## config.mk

```make
export PLATFORM = sky130hd
export DESIGN_NAME = capture_controller
export DESIGN_NICKNAME = d
export VERILOG_FILES = /design/src/rtl/capture_pkg.sv /design/src/rtl/capture_decimator.sv /design/src/rtl/capture_controller.sv
export SDC_FILE = /design/constraint.sdc
export NUM_CORES = 1
export LEC_CHECK = 0
export CAP_MARGIN = 20
export CELL_PAD_IN_SITES_DETAIL_PLACEMENT = 1
export CELL_PAD_IN_SITES_GLOBAL_PLACEMENT = 2
export CORE_MARGIN = 10
export CORE_UTILIZATION = 29
export CTS_CLUSTER_DIAMETER = 40
export DETAILED_ROUTE_END_ITERATION = 10
export GPL_TIMING_DRIVEN = 0
export MAX_ROUTING_LAYER = met4
export PLACE_DENSITY_LB_ADDON = 0.1
export SETUP_SLACK_MARGIN = 0.3
export SYNTH_ARGS = -nofsm -noshare
export SYNTH_HDL_FRONTEND = slang
export SYNTH_HIERARCHICAL = 1
export SYNTH_SLANG_ARGS = --single-unit
```

## constraint.sdc

```tcl
create_clock -name clk -period 3.04 [get_ports clk]
set_clock_uncertainty 0.2 [all_clocks]
set_input_delay 0.76 -clock clk [delete_from_list [all_inputs] [get_ports clk]]
set_output_delay 0.76 -clock clk [all_outputs]
set_load 0.05 [all_outputs]
```

## src/rtl/capture_pkg.sv

```systemverilog
// Shared state encoding and default widths for the capture controller.
package capture_pkg;

  localparam int unsigned DefDataW  = 10;
  localparam int unsigned DefCntW   = 16;
  localparam int unsigned DefDecimW = 8;

  typedef enum logic [1:0] {
    StIdle    = 2'd0,
    StCapture = 2'd1,
    StDone    = 2'd2
  } capture_state_e;

endpackage

```

## src/rtl/capture_decimator.sv

```systemverilog
// Count-down tick generator: ticks on the first active edge after a load, then every
// ratio+1 active edges. Only instantiated when CAPTURE_DECIM_EN is defined.
module capture_decimator
  import capture_pkg::*;
#(
  parameter int unsigned DECIM_W = DefDecimW
) (
  input  logic               clk,
  input  logic               reset_n,
  input  logic               i_load,
  input  logic [DECIM_W-1:0] i_ratio,
  input  logic               i_active,
  output logic               o_tick
);

  logic [DECIM_W-1:0] r_ratio;
  logic [DECIM_W-1:0] r_cnt;

  assign o_tick = i_active && (r_cnt == '0);

  always_ff @(posedge clk or negedge reset_n) begin
    if (!reset_n) begin
      r_ratio <= '0;
      r_cnt   <= '0;
    end else if (i_load) begin
      // Zero count makes the very first capture edge a write.
      r_ratio <= i_ratio;
      r_cnt   <= '0;
    end else if (i_active) begin
      if (r_cnt == '0) begin
        r_cnt <= r_ratio;
      end else begin
        r_cnt <= r_cnt - DECIM_W'(1);
      end
    end
  end

endmodule

```

## src/rtl/capture_controller.sv

```systemverilog
// Writes a programmed number of ADC samples into the sample FIFO after a start request.
// Optional decimation is enabled by defining CAPTURE_DECIM_EN.
module capture_controller
  import capture_pkg::*;
#(
  parameter int unsigned DATA_W  = DefDataW,
  parameter int unsigned CNT_W   = DefCntW,
  parameter int unsigned DECIM_W = DefDecimW
) (
  input  logic               clk,
  input  logic               reset_n,
  input  logic               capture_go_i,
  input  logic [DATA_W-1:0]  adc_data_i,
  input  logic [CNT_W-1:0]   max_samples_i,
  input  logic [DECIM_W-1:0] decim_i,
  input  logic               fifo_full_i,
  output logic               fifo_wr_en_o,
  output logic [DATA_W-1:0]  fifo_data_o,
  output logic               capture_done_o,
  output logic               overflow_o,
  output logic [CNT_W-1:0]   sample_count_o
);

  capture_state_e    r_state, w_state_next;
  logic [CNT_W-1:0]  r_max, w_max_next;
  logic [CNT_W-1:0]  r_count, w_count_next;
  logic [CNT_W-1:0]  w_count_inc;
  logic [DATA_W-1:0] r_data, w_data_next;
  logic              r_wr_en, w_wr_en_next;
  logic              r_done, w_done_next;
  logic              r_ovf, w_ovf_next;
  logic              w_start;
  logic              w_in_capture;
  logic              w_write_due;

  assign w_start      = (r_state == StIdle) && capture_go_i;
  assign w_in_capture = (r_state == StCapture);
  assign w_count_inc  = r_count + CNT_W'(1);

`ifdef CAPTURE_DECIM_EN
  capture_decimator #(
    .DECIM_W(DECIM_W)
  ) u_decim (
    .clk     (clk),
    .reset_n (reset_n),
    .i_load  (w_start),
    .i_ratio (decim_i),
    .i_active(w_in_capture),
    .o_tick  (w_write_due)
  );
`else
  logic w_unused_decim;
  assign w_unused_decim = ^decim_i;
  assign w_write_due    = w_in_capture;
`endif

  always_comb begin
    w_state_next = r_state;
    w_max_next   = r_max;
    w_count_next = r_count;
    w_data_next  = r_data;
    w_wr_en_next = 1'b0;
    w_done_next  = r_done;
    w_ovf_next   = r_ovf;

    unique case (r_state)
      StIdle: begin
        w_done_next = 1'b0;
        if (capture_go_i) begin
          w_max_next   = max_samples_i;
          w_count_next = '0;
          w_ovf_next   = 1'b0;
          w_state_next = (max_samples_i == '0) ? StDone : StCapture;
        end
      end
      StCapture: begin
        if (w_write_due) begin
          if (fifo_full_i) begin
            w_ovf_next   = 1'b1;
            w_state_next = StDone;
          end else begin
            w_wr_en_next = 1'b1;
            w_data_next  = adc_data_i;
            w_count_next = w_count_inc;
            if (w_count_inc == r_max) begin
              w_state_next = StDone;
            end
          end
        end
      end
      StDone: begin
        // Done is always shown for at least one cycle before go can release it.
        if (!r_done) begin
          w_done_next = 1'b1;
        end else if (!capture_go_i) begin
          w_done_next  = 1'b0;
          w_state_next = StIdle;
        end
      end
      default: begin
        w_state_next = StIdle;
      end
    endcase
  end

  always_ff @(posedge clk or negedge reset_n) begin
    if (!reset_n) begin
      r_state <= StIdle;
      r_max   <= '0;
      r_count <= '0;
      r_data  <= '0;
      r_wr_en <= 1'b0;
      r_done  <= 1'b0;
      r_ovf   <= 1'b0;
    end else begin
      r_state <= w_state_next;
      r_max   <= w_max_next;
      r_count <= w_count_next;
      r_data  <= w_data_next;
      r_wr_en <= w_wr_en_next;
      r_done  <= w_done_next;
      r_ovf   <= w_ovf_next;
    end
  end

  assign fifo_wr_en_o   = r_wr_en;
  assign fifo_data_o    = r_data;
  assign capture_done_o = r_done;
  assign overflow_o     = r_ovf;
  assign sample_count_o = r_count;

endmodule
```

==> results.yml, run 1 <==
run_status:
  status: "finished, final reports clean"
detailed_routing:
  wire_per_inst_um: 17.5
  drc: 0
  viasPerCell: 5.04
  wl_mm: 7.67
  drt_iter0_drc: 43
  dr.pass1.iters: 4
  ant_nets: 0
  routed-via-count: 2208
synthesis:
  yosys.area_share.adder_pct: 0.496
  netlist_instances: 265
  yosysSeqAreaShare_pct: 46.6
  synth_top_family_by_area: "simple AND/OR/NAND/NOR gates"
  yosys.area.top_type: "dfrtp_1"
  synthArstFlopShare_pct: 100
  synthesis.area_sq_um: 2520
  ys_seq_elements: 47
  ys_types: 47
  ys_top_cells_by_area: "dfrtp_1 47%, nand2_1 7.4%, mux2_2 7.1%"
  post_synth_and_or_nand_nor_area_fraction_pct: 21.5
  avgSynthCellArea_sq_um: 9.52
  synth_compound_area_share_pct: 13.4
  synth_top_area_share_pct: 46.6
  synthMuxAreaShare_pct: 7.14
  yosysMostFrequentCell: "nand2_1"
  syn_nets: 304
  yosys_most_used_dff: "dfrtp_1"
  ys_warn_count: 6
  synth-edff-count: 0
  synth_xor_area_share_pct: 6.60
  yosys-top-cells-count: "50 x nand2_1, 47 x dfrtp_1, 25 x o21ai_0, 18 x nor2_1, 16 x mux2_2"
clock_tree:
  clockBufferDepth: 2
  cts_tree: "yes"
  clk_latency_ps: 300
  clkSinkCount: 47
  cts-htree-levels: 2
  cts_made_buffers: 5
  cts.clk_slew.worst_paths_ps: 100
  cts-hold-fix-buffers: 0
  root_buffer: "clkbuf_8"
finish:
  nNetsFinal: 371
  diodes: 0
  area_growth_pct: 37.0
  final_util_pct: 41.4
  drive_gt1_share_pct: 15.6
  nFillCells: 959
pwr:
  powerDensity_nw_per_um2: 835
  ir_worst_vdd_v: 0.000404
  comb_power_share_pct: 46.1
  p_sw_share_pct: 40.8
  seqPwrFrac_pct: 34.6
  clock_power_share_pct: 19.3
  p_leak_uw: 0.00147
  switching_power_uw: 1180
  intPower_uw: 1710
setup_path:
  path_cells: "clkdlybuf4s50_1"
  crit_start: "sample_count_o[8]"
  worst_setup_path_start_kind: "flip-flop"
  crit_fanout: 6
  arrival_ps: 1670
  cpLargestDelayFamily: "buffers and inverters"
  cpMaxStageDelayCell: "clkdlybuf4s50_1"
  path_class: "flip-flop to primary output"
  cpPeakStageDelay_ps: 860
  critPathRequiredTime_ps: 2080
  critPathCaptureType: "primary output"
  r2r_start: "sample_count_o[0]"
  cp_num_buf_inv: 1
sta:
  slew_violations: 0
  worst_slack_ps: 408
  fin_crit_sh_pct: 86.6
  final-setup-viol-count: 0
  rsz0062_at_grt: "false"
  relSlewSlack_pct: 62.2
  finalHoldViolations: 0
  period_needed_ps: 2630
  tightest_slew_ps: 567
  fmax_ghz: 0.380
placed_design:
  io_buffer_count: 58
  gp_congestion: 0.766
  post-place-ws_ps: -501
  dp_hpwl_mm: 5.87
grt:
  grtUsageMet1_pct: 15.0
  grt_usage_pct: 12.4
  grt_util_met3_pct: 2.80
  overflow: 0
  grt.busiest_layer: "met2"
  gr-usage-met2_pct: 20.8
  grt_max_degree: 36
  antenna_found_initial: 0
  grt_pass1_vias: 2467
  grt_pass1_wl_mm: 12.8
floorplanning:
  rows: 33
  core_area_sq_um: 8340
  start_util_pct: 30.2
  io-pin-count: 67
  die_area_sq_um: 12800
  die_x_um: 113
  die_height_um: 113
worst_hold_path:
  hold_class: "input port to asynchronous set/reset pin"
run:
  maxCapViolCount: 0
## state kept, by name, indices dropped and copies added (netlist names)
name,count
r_max,16
fifo_data_o,10
fifo_wr_en_o,1
sample_count_o,16
overflow_o,1
capture_done_o,1
r_state,2
## final timing paths
path	endpoint	slack, ps	cells past startpoint
min in group clk	fifo_data_o[3]	280	2
max in group asynchronous	r_max[4]	1990	2
min reg2reg	fifo_data_o[3]	280	2
max	sample_count_o[8]	410	1
min	sample_count_o[12]	140	1
max reg2reg	r_state[1]	420	9
## repair_timing
item                                    4_1_cts  5_1_grt
cloned                                        0        0
pin swaps                                     0        1
setup buffers                                 0        1
gates resized for setup                       7        8
endpoints found under the setup margin       20       16
## per-stage QoR
step           TNS [ps]  power, uW  std cells  instance area [sq um]  hold slack [ps]
5_1_grt               0       3080        438                   3450              158
3_3_place_gp     -32790       2300        428                   3230              256
4_1_cts               0       2910        437                   3410              152
2_1_floorplan         0       1880        265                   2520              264
6_report              0       2880        438                   3450              141
3_5_place_dp      -6880       2330        429                   3250              266
## cells in the final DEF, fill, tap and decap left out, types with 2 or more instances in the layout
master | netlist | layout
clkdlybuf4s50_1 | 0 | 57
nand2_1 | 50 | 50
dfrtp_1 | 47 | 47
o21ai_0 | 25 | 25
mux2_2 | 16 | 16
nor2_1 | 18 | 13
xnor2_1 | 12 | 12
a21oi_1 | 8 | 8
inv_1 | 7 | 7
xor2_1 | 7 | 7
nand3_1 | 6 | 6
o31ai_1 | 6 | 6
clkbuf_1 | 7 | 5
clkbuf_8 | 0 | 5
buf_4 | 3 | 4
nand4_1 | 4 | 4
and3_1 | 4 | 4
nor4_1 | 4 | 4
nor2_2 | 0 | 3
a31oi_1 | 3 | 3
a22o_1 | 3 | 3
nand2_2 | 2 | 2
clkbuf_2 | 0 | 2
nor2_4 | 0 | 2
buf_2 | 1 | 2
buf_6 | 2 | 2
nor4_4 | 0 | 2
nor3_2 | 1 | 2
nor3_1 | 3 | 2
and4_1 | 2 | 2
bufinv_16 | 0 | 2
## power groups by stage
stage	logic [uW]	registers (uW)	clock network, uW
2_1_floorplan	596	1290	0
3_3_place_gp	1300	1000	0
3_5_place_dp	1320	1010	0
4_1_cts	1330	1000	577
5_1_grt	1450	1030	599
6_report	1330	998	556
## layout make-up
type	instances	area (sq um)	share of cell area, %
Multi-Input combinational cell	197	1300	37.5
Sequential cell	47	1180	34.0
Timing Repair Buffer	60	603	17.5
Tap cell	105	131	3.80
Buffer	13	78.8	2.28
Clock buffer	5	68.8	1.99
Clock inverter	3	67.6	1.96
Inverter	8	32.5	0.942
## cells by family after synthesis
| kind of cell | after synthesis |
|---|---|
| buf+inv | 21 |
| mux | 16 |
| flops | 47 |
| simple gates | 107 |
| fa+ha+maj | 1 |
| compound gates | 54 |
| xor+xnor | 19 |
## per-layer routing
metal | vias up | part of all wire (%)
met4 | 0 | 0.43
met5 | - | 0
li1 | 1065 | -
met1 | 1101 | 45
met3 | 2 | 4.1
met2 | 40 | 50
No activity file was read; power rests on OpenSTA's default activity.
==> run 2, diff against run 1 <==
--- a/config.mk
+++ b/config.mk
@@ -9,7 +9,7 @@
 export CELL_PAD_IN_SITES_DETAIL_PLACEMENT = 1
 export CELL_PAD_IN_SITES_GLOBAL_PLACEMENT = 2
 export CORE_MARGIN = 10
-export CORE_UTILIZATION = 29
+export CORE_UTILIZATION = 31
 export CTS_CLUSTER_DIAMETER = 40
 export DETAILED_ROUTE_END_ITERATION = 10
 export GPL_TIMING_DRIVEN = 0
==> constraint.sdc (replaced) <==
create_clock -name clk -period 3.26 [get_ports clk]
set_clock_uncertainty 0.2 [all_clocks]
set_input_delay 0.815 -clock clk [delete_from_list [all_inputs] [get_ports clk]]
set_output_delay 0.815 -clock clk [all_outputs]
set_load 0.05 [all_outputs]
==> results.yml, run 2 (synthesis gave the netlist of run 1 again) <==
floorplanning:
  core_area_sq_um: 7810
  die_area_sq_um: 12100
  start_util_pct: 32.3
  die_x_um: 110
  io-pin-count: 67
  die_height_um: 110
  rows: 32
clock_tree:
  root_buffer: "clkbuf_8"
  cts_tree: "yes"
  cts-htree-levels: 2
  cts_made_buffers: 5
  cts.clk_slew.worst_paths_ps: 100
  clkSinkCount: 47
  clk_latency_ps: 310
  clockBufferDepth: 2
sta:
  tns_ps: 0
  final-setup-viol-count: 0
  rsz0062_at_grt: "false"
  fmax_ghz: 0.360
  worst_slack_ps: 482
  tightest_slew_ps: 625
  relSlewSlack_pct: 58.0
  fin_crit_sh_pct: 85.2
  slew_violations: 0
  finalHoldViolations: 0
  period_needed_ps: 2780
grt:
  grt_usage_pct: 13.2
  grt_max_degree: 29
  overflow: 0
  grt_pass1_vias: 2295
  grt_pass1_wl_mm: 12.3
  antenna_found_initial: 0
finish:
  nNetsFinal: 370
  final_common_cell: "clkdlybuf4s50_1"
  diodes: 0
  layout_common_cells: "57 x clkdlybuf4s50_1, 50 x nand2_1, 47 x dfrtp_1"
  final_util_pct: 43.2
  nFillCells: 917
  area_growth_pct: 33.7
  multi_input_area_sq_um: 1240
  seq_area_sq_um: 1180
  drive_gt1_share_pct: 14.2
worst_hold_path:
  hold_class: "input port to asynchronous set/reset pin"
detailed_routing:
  routed-via-count: 2178
  ant_nets: 0
  viasPerCell: 5.02
  drt_iter0_drc: 56
  dr.pass1.iters: 4
  drc: 0
  wire_per_inst_um: 17.4
  wl_mm: 7.56
placed_design:
  io_buffer_count: 58
  dp_hpwl_mm: 5.82
  gp_congestion: 0.798
  post-place-ws_ps: -238
run:
  maxCapViolCount: 0
run_status:
  status: "finished, final reports clean"
setup_path:
  regToRegEndpoint: "r_state[1]"
  critPathCaptureType: "flip-flop"
  arrival_ps: 2780
  crit_fanout: 10
  critPathRequiredTime_ps: 3270
  worst_setup_path_start_kind: "input port"
  reg2regPathDepth: 8
  ff2ff_setup_slack_ps: 550
  path_class: "input port to flip-flop"
  r2r_start: "sample_count_o[0]"
pwr:
  powerDensity_nw_per_um2: 771
  p_leak_uw: 0.00142
  ir_worst_vdd_v: 0.000357
-- run 2: changes by cell type in the layout (fill, tap and decap cells not counted), moves of 2 or more --
cell	previous run	this run
nor2_1	13	16
nor2_4	2	0
nor4_2	0	2
nor4_4	2	0
-- run 2: power by group --
group	internal (uW)	switching (uW)
Combinational	499	716
Clock	233	219
Sequential	780	154
Total	1510	1090
-- run 2: through the flow --
step                power [uW]  hold slack, ps  instance area, sq um  std cells
floorplan                 1750             301                  2520        265
global placement          2150             257                  3230        425
detailed placement        2170             264                  3250        426
CTS                       2640             274                  3370        434
global route              2790             288                  3370        434
finish                    2600             266                  3370        434
-- run 2: what timing repair did --
action	4_1_cts	5_1_grt
gates resized for setup	3	3
setup endpoints to repair	19	10
hold buffers	0	0
buffers inserted	0	0
-- run 2: final cells by class --
class,instances,share of cell area (%)
Buffer,13,2.34
Clock buffer,5,2.04
Clock inverter,3,1.41
Inverter,8,1.00
Multi-Input combinational cell,197,36.9
Sequential cell,47,34.9
Tap cell,102,3.78
Timing Repair Buffer,59,17.7
-- run 2: routing by layer --
metal / vias to the layer above / routed length [um] / GRT usage (%)
met5: - / 0 / -
met4: 0 / 47 / 3.30
met3: 2 / 426 / 3.83
met2: 41 / 3410 / 19.8
met1: 1071 / 3680 / 17.3
li1: 1064 / - / -
-- run 2: worst max path at each step --
stage / start / to
2_1_floorplan: sample_count_o[0] / r_state[1]
5_1_grt: fifo_full_i / sample_count_o[12]
6_report: fifo_full_i / sample_count_o[3]
4_1_cts: fifo_full_i / sample_count_o[12]
3_5_place_dp: fifo_full_i / sample_count_o[3]
3_3_place_gp: reset_n / fifo_wr_en_o
-- run 2: worst max-delay path, stage by stage --
cell	delay (ps)
clkdlybuf4s50_1	530
nor2_1	120
nand2_2	230
clkinvlp_4	300
nor2_2	280
clkbuf_2	280
o21ai_0	140
o31ai_1	90
